### config.mk
export PLATFORM = sky130hd
export DESIGN_NAME = cu_fsm
export DESIGN_NICKNAME = d
export VERILOG_FILES = /design/src/rtl/cu_fsm_pkg.sv /design/src/rtl/cu_fsm.sv
export SDC_FILE = /design/constraint.sdc
export NUM_CORES = 1
export LEC_CHECK = 0
export CORE_AREA = 5 5 42 44
export CTS_CLUSTER_DIAMETER = 80
export DETAILED_ROUTE_END_ITERATION = 12
export DIE_AREA = 0 0 47 49
export GPL_TIMING_DRIVEN = 0
export PLACE_DENSITY = 0.65
export SLEW_MARGIN = 20
export SYNTH_ARGS = -nofsm -noshare
export SYNTH_HDL_FRONTEND = slang
export SYNTH_SLANG_ARGS = --single-unit
export TNS_END_PERCENT = 10
### constraint.sdc
create_clock -name CLK -period 1.55 [get_ports CLK]
set_input_delay 0.31 -clock CLK [delete_from_list [all_inputs] [get_ports CLK]]
set_output_delay 0.31 -clock CLK [all_outputs]
set_load 0.01 [all_outputs]
### src/rtl/cu_fsm_pkg.sv
// Shared constants for the multi-cycle control unit: state codes, RV32I opcodes and
// the SYSTEM funct3 values the sequencer distinguishes.
package cu_fsm_pkg;

    localparam logic [2:0] ST_INIT  = 3'd0;
    localparam logic [2:0] ST_FETCH = 3'd1;
    localparam logic [2:0] ST_EXEC  = 3'd2;
    localparam logic [2:0] ST_WB    = 3'd3;
    localparam logic [2:0] ST_INTR  = 3'd4;

    localparam logic [6:0] OP_RTYPE  = 7'b0110011;
    localparam logic [6:0] OP_ITYPE  = 7'b0010011;
    localparam logic [6:0] OP_LOAD   = 7'b0000011;
    localparam logic [6:0] OP_STORE  = 7'b0100011;
    localparam logic [6:0] OP_BRANCH = 7'b1100011;
    localparam logic [6:0] OP_JAL    = 7'b1101111;
    localparam logic [6:0] OP_JALR   = 7'b1100111;
    localparam logic [6:0] OP_LUI    = 7'b0110111;
    localparam logic [6:0] OP_AUIPC  = 7'b0010111;
    localparam logic [6:0] OP_SYS    = 7'b1110011;

    localparam logic [2:0] F3_MRET  = 3'b000;
    localparam logic [2:0] F3_CSRRW = 3'b001;

endpackage

### src/rtl/cu_fsm.sv
// Multi-cycle sequencer: fetch, execute, optional load writeback and interrupt entry.
// Moore outputs per state, with opcode/funct3 decode applied only in EXEC.
module cu_fsm
    import cu_fsm_pkg::*;
#(
    parameter int unsigned MEM_LAT = 1
) (
    input  logic       CLK,
    input  logic       RST,
    input  logic [6:0] OPCODE,
    input  logic [2:0] FUNC3,
    input  logic       INTR,
    output logic       PC_WRITE,
    output logic       REG_WRITE,
    output logic       MEM_RDEN1,
    output logic       MEM_RDEN2,
    output logic       MEM_WE2,
    output logic       CSR_WE,
    output logic       INTR_TAKEN,
    output logic [1:0] STATE
);

    localparam int unsigned CW = $clog2(MEM_LAT + 1);
    localparam logic [CW-1:0] CNT_LAST = CW'(MEM_LAT - 1);

    logic [2:0]    state, state_next;
    logic [CW-1:0] cnt, cnt_next;

    always_ff @(posedge CLK) begin
        if (RST) begin
            state <= ST_INIT;
            cnt   <= '0;
        end else begin
            state <= state_next;
            cnt   <= cnt_next;
        end
    end

    // Counter only advances inside WB; every other path returns it to zero.
    always_comb begin
        state_next = ST_INIT;
        cnt_next   = '0;
        case (state)
            ST_INIT:  state_next = ST_FETCH;
            ST_FETCH: state_next = ST_EXEC;
            ST_EXEC: begin
                if (OPCODE == OP_LOAD) state_next = ST_WB;
                else if (INTR)         state_next = ST_INTR;
                else                   state_next = ST_FETCH;
            end
            ST_WB: begin
                if (cnt < CNT_LAST) begin
                    state_next = ST_WB;
                    cnt_next   = cnt + 1'b1;
                end else begin
                    state_next = INTR ? ST_INTR : ST_FETCH;
                end
            end
            ST_INTR:  state_next = ST_FETCH;
            default:  state_next = ST_INIT;
        endcase
    end

    always_comb begin
        PC_WRITE   = 1'b0;
        REG_WRITE  = 1'b0;
        MEM_RDEN1  = 1'b0;
        MEM_RDEN2  = 1'b0;
        MEM_WE2    = 1'b0;
        CSR_WE     = 1'b0;
        INTR_TAKEN = 1'b0;
        if (!RST) begin
            case (state)
                ST_FETCH: MEM_RDEN1 = 1'b1;
                ST_EXEC: begin
                    case (OPCODE)
                        OP_RTYPE, OP_ITYPE, OP_LUI, OP_AUIPC, OP_JAL, OP_JALR: begin
                            PC_WRITE  = 1'b1;
                            REG_WRITE = 1'b1;
                        end
                        OP_BRANCH: PC_WRITE = 1'b1;
                        OP_STORE: begin
                            MEM_WE2  = 1'b1;
                            PC_WRITE = 1'b1;
                        end
                        OP_LOAD:   MEM_RDEN2 = 1'b1;
                        OP_SYS: begin
                            PC_WRITE = 1'b1;
                            if (FUNC3 != F3_MRET) REG_WRITE = 1'b1;
                            if (FUNC3 == F3_CSRRW) CSR_WE = 1'b1;
                        end
                        default:   PC_WRITE = 1'b1;
                    endcase
                end
                ST_WB: begin
                    if (cnt < CNT_LAST) begin
                        MEM_RDEN2 = 1'b1;
                    end else begin
                        REG_WRITE = 1'b1;
                        PC_WRITE  = 1'b1;
                    end
                end
                ST_INTR: begin
                    INTR_TAKEN = 1'b1;
                    PC_WRITE   = 1'b1;
                end
                default: ;
            endcase
        end
    end

    assign STATE = RST ? 2'b00 : state[1:0];

endmodule

# Yosys cells after proc, flatten, opt, wreduce, memory -nomap -nowiden
# Index checks and enable logic that the tools add are counted.
[classes]
multipliers = 0
eq_ne = 14
reduce_logical = 5
order_cmp = 1
shifts = 0
n_bitwise = 2
mux = 28
n_div = 0
add_sub_neg = 1
[op_table]
columns = ["operator", "count"]
rows = [
  ["7-bit by 6-bit == test with 1-bit output, second input constant", 3],
  ["7-bit == test, second input constant", 3],
  ["1-bit 2-to-1 mux", 19],
  ["7-bit by 5-bit == test with 1-bit output, second input constant", 2],
  ["3-bit one-hot mux with 4 select lines", 1],
  ["3-bit 2-to-1 mux", 3],
  ["7-bit by 2-bit == test with 1-bit output, second input constant", 1],
  ["3-bit by 1-bit == test with 1-bit output, second input constant", 2],
  ["3-bit by 2-bit == test with 1-bit output, second input constant", 2],
  ["1-bit one-hot mux with 2 select lines", 3],
  ["6-bit OR reduction", 1],
  ["3-bit == test, second input constant", 1],
  ["3-bit zero test", 1],
  ["1-bit one-hot mux with 3 select lines", 1],
  ["3-bit nonzero test", 1],
  ["3-bit OR reduction", 1],
  ["2-bit 2-to-1 mux", 1],
  ["1-bit NOT", 2],
  ["2-bit OR reduction", 1],
  ["1-bit adder, second input constant", 1],
  ["1-bit < comparator, second input constant", 1],
]
[totals]
wordCells = 53
out_inout_bits = 9
mem_count = 0
mem_bits_ro = 0
regBits = 4
latch_bits = 0
ram_bits = 0
in_bits = 13

# Logic depth before layout (Yosys ltp)
[logic_depth]
ltp_word = 5
ltp_mapped = 3
mapped_depth_nobuf = 3

# Worst setup path before layout
# OpenSTA, ideal clock, no wires.
[synth_timing]
path_kind = "register to output"
start = "register state[1]"
end = "output CSR_WE"
stages_incl_launch_ff = 4
path_buffers = 0
required_ns = 1.240
setup_slack_ns = -0.042
t_arrival_ns = 1.282
cell_sequence = "dfxtp_1 or3b_1 nor4_2 and4_1"
[synth_via]
elab_chain_len = 3
[synth_rtl]
columns = ["item", "line", "text"]
rows = [
  ["from (decl)", "cu_fsm.sv:26", "logic [2:0] state, state_next;"],
  ["from (signal assigned)", "cu_fsm.sv:34", "state <= state_next;"],
  ["3-bit by 2-bit == test with 1-bit output", "cu_fsm.sv:73", "case (state)"],
  ["1-bit 2-to-1 mux", "cu_fsm.sv:73", ""],
  ["1-bit 2-to-1 mux", "cu_fsm.sv:72", "if (!RST) begin"],
  ["to (decl)", "cu_fsm.sv:18", "output logic CSR_WE,"],
]
# No other way between the ends.

# Final worst setup path
[layout_timing]
start = "register state[2]"
end = "output CSR_WE"
# The elaborated chain is that of the path after synthesis.

==> metrics <==
status=complete, but fails checks; failing checks=negative setup slack; CP max stage cell=or3b_4; RR Startpoint=state[0]$_SDFF_PP0_; Horiz. Die Dim=approximately 47 um; FF-to-FF setup slack=0.20 ns; Reg2Reg Capture Point=state[2]$_SDFF_PP0_; Yosys warning total=0; area occupied by multi-input gates=254 um2; M1 GR Usage=between 10 and 15%; NumNets Final=85; worst setup path class=flip-flop to output port; Tcrit/Tclk final=119%; via/cell ratio=approximately 4.8; Yosys cell types=23; post-route worst setup slack=-0.301 ns; layout cells sized above 1=a little over half; Worst slew margin=84.1%; fin. max-slew vios=0; r2r worst-path depth=3; Antenna Nets Post-Route=0; Initial Util=21.0%; achievable frequency=540 MHz; WP data arrival=1.54 ns; DRC viols=0; DRT Wirelength=1020 um; ant diodes=0; syn_nets=49; Worst Hold Class=input pin to flip-flop; Final GP Congestion=~0.75; WL/cell=roughly 12 um; hold_sp=RST; storage element area=68.8 um2; drt first pass iters=4; io pins=22; Max rail drop VDD=around 0.00026 V; Die Y=49 um; port bufs=21; CP Data Required Time=between 1 and 1.5 ns; GR Util met2=15.6%; Layout Skew=0.00291 ns; final hold violation count=0; CP endpoint kind=output port; First DRT Iteration DRCs=5; Clock Tree Buf Depth=2; vias in the first global route=394; Layout Area Growth over Synthesis=111%; # Max-Cap Violations=0; RSZ-0062 raised after global routing=yes; WHS Path Cells=2; grt total ovfl=0; Slew @ Worst Pin=0.235 ns; # setup viols final=5; TritonCTS Buffers=3; # H-tree levels=1; worst-path cell chain=or3b_4 > nor4_4 > buf_4 > and4_1 > buf_6; post-layout util=44.2%; Yosys top cell area share=20.4%; Clk Latency, worst-skew pair=0.23 ns; die area=0.00230 mm2; Final HPWL DP=720 um; Core Region=0.00140 mm2; Final Hold Slack=approximately 0.3 ns; top cells by area, synth=dfxtp_1 (20%), and3_1 (6.4%), nor2b_1 (6.4%); # rows=14; clk slew on worst S/H paths=~0.040 ns; # clock sinks=3; flop and latch count out of synthesis=3; Startpoint Class=flip-flop; sequential cell area fraction in the yosys report=20.4%; initial antenna violation count=0; CTS tree=done; Final min period=1.85 ns; largest net degree at the start of global routing=9; power per cell area=541 mW/mm2; slowest cell delay on critical path=approximately 0.38 ns; met3 layer usage reported by global route=5.90%; vias=approximately 420; All-Layer GR Usage=9.70%; GR peak layer=met2; Hold Path End=state[0]$_SDFF_PP0_; Fill cells=roughly 170; Biggest register=state; biggest regs=state: 3 flops; post-placement worst setup slack=-1.01 ns; Post-Syn Area=294 um2; Pleak=0.308 nW; Crit Path Max Fanout=2; Clock Root Buffer=clkbuf_4; area leader, netlist=dfxtp_1; synthesized area per cell=8.17 um2; cells after synthesis=36; global-route wire length before repair=1660 um; max reg flops=3
-- cell usage in the layout, fill, tap and decap left out --
cell type        count
a211oi_1             1
a21o_1               1
a21oi_1              2
a221oi_2             1
a31o_2               1
and2_4               1
and3_1               3
and4_1               1
and4b_1              1
buf_2                8
buf_4               10
buf_6                2
clkbuf_1             1
clkbuf_4             3
clkdlybuf4s15_1      1
clkdlybuf4s15_2      1
clkdlybuf4s50_1      4
dfxtp_2              1
dfxtp_4              2
dlygate4sd2_1        5
inv_1                2
nand2_2              1
nor2_1               4
nor2b_1              3
nor3_1               2
nor3_2               1
nor3b_1              1
nor3b_2              1
nor4_4               1
nor4b_2              1
o311ai_1             1
or2_4                1
or3b_4               1
or4b_4               1
-- layer usage --
layer  up-vias  share of wire, %
li1        209                 -
met1       186                36
met2        20                49
met3         0                15
met4         0                 0
met5         -                 0
-- final cells by class --
class | instances | share of cell area [%]
inverter | 2 | 1.21
tap | 16 | 3.23
clock buffer | 4 | 4.24
multi-input combinational | 31 | 41.0
timing repair buffer | 31 | 39.2
sequential | 3 | 11.1
-- per-stage QoR --
step | std cells | setup TNS (ns) | cell area, um2 | power, mW
finish | 87 | -1.14 | 619 | 0.335
global route | 87 | -1.67 | 619 | 0.363
CTS | 87 | -1.57 | 604 | 0.341
detailed placement | 73 | -7.01 | 524 | 0.193
global placement | 73 | -7.12 | 524 | 0.192
floorplan | 36 | -0.0181 | 294 | 0.134
-- synthesized netlist by cell type (all sizes together) --
library cell	instances
nor3	3
and2	1
o311ai	1
or2	1
a221oi	1
inv	2
dfxtp	3
nor4b	1
nor3b	2
and4	1
a21o	1
nor2b	3
a21oi	2
a31o	1
or3b	1
and4b	1
nor2	4
and3	3
or4b	1
nand2	1
nor4	1
a211oi	1
-- kinds of logic (layout without fill, tap and decap cells) --
family	count (synthesis)	after routing	synth area share (%)
AOI/OAI and AO/OA	7	7	19.6
buffers and inverters	2	37	2.55
DFF	3	3	20.4
and+or+nand+nor	24	24	57.4
-- where the power goes --
group	internal, mW	leakage, nW	switching (mW)
clock	0.0964	0.0150	0.0393
combinational	0.0595	0.266	0.0459
sequential	0.0837	0.0264	0.0102
-- how the worst max path moves through the flow --
| stage | startpoint | to | slack, ns |
|---|---|---|---|
| floorplan | OPCODE[3] | PC_WRITE | -0.02 |
| global placement | RST | CSR_WE | -1.03 |
| detailed placement | RST | CSR_WE | -1.01 |
| CTS | state[2]$_SDFF_PP0_ | CSR_WE | -0.43 |
| global route | state[2]$_SDFF_PP0_ | CSR_WE | -0.38 |
| finish | state[2]$_SDFF_PP0_ | CSR_WE | -0.30 |
-- worst max-delay path, delay by kind of cell, from the launching register on --
family                 cells  cell delay (ns)
buffers and inverters      2             0.25
and+or+nand+nor            3             0.72
DFF                        1             0.33
-- timing repair --
action / CTS / global route
buffers inserted: 10 / 0
pin swaps: 7 / 1
hold buffers: 0 / 0
endpoints found under the hold margin: 0 / 0
resized for setup: 61 / 3
setup endpoints to repair: 11 / 7
Note: power is estimated with default switching activity, not from simulation.
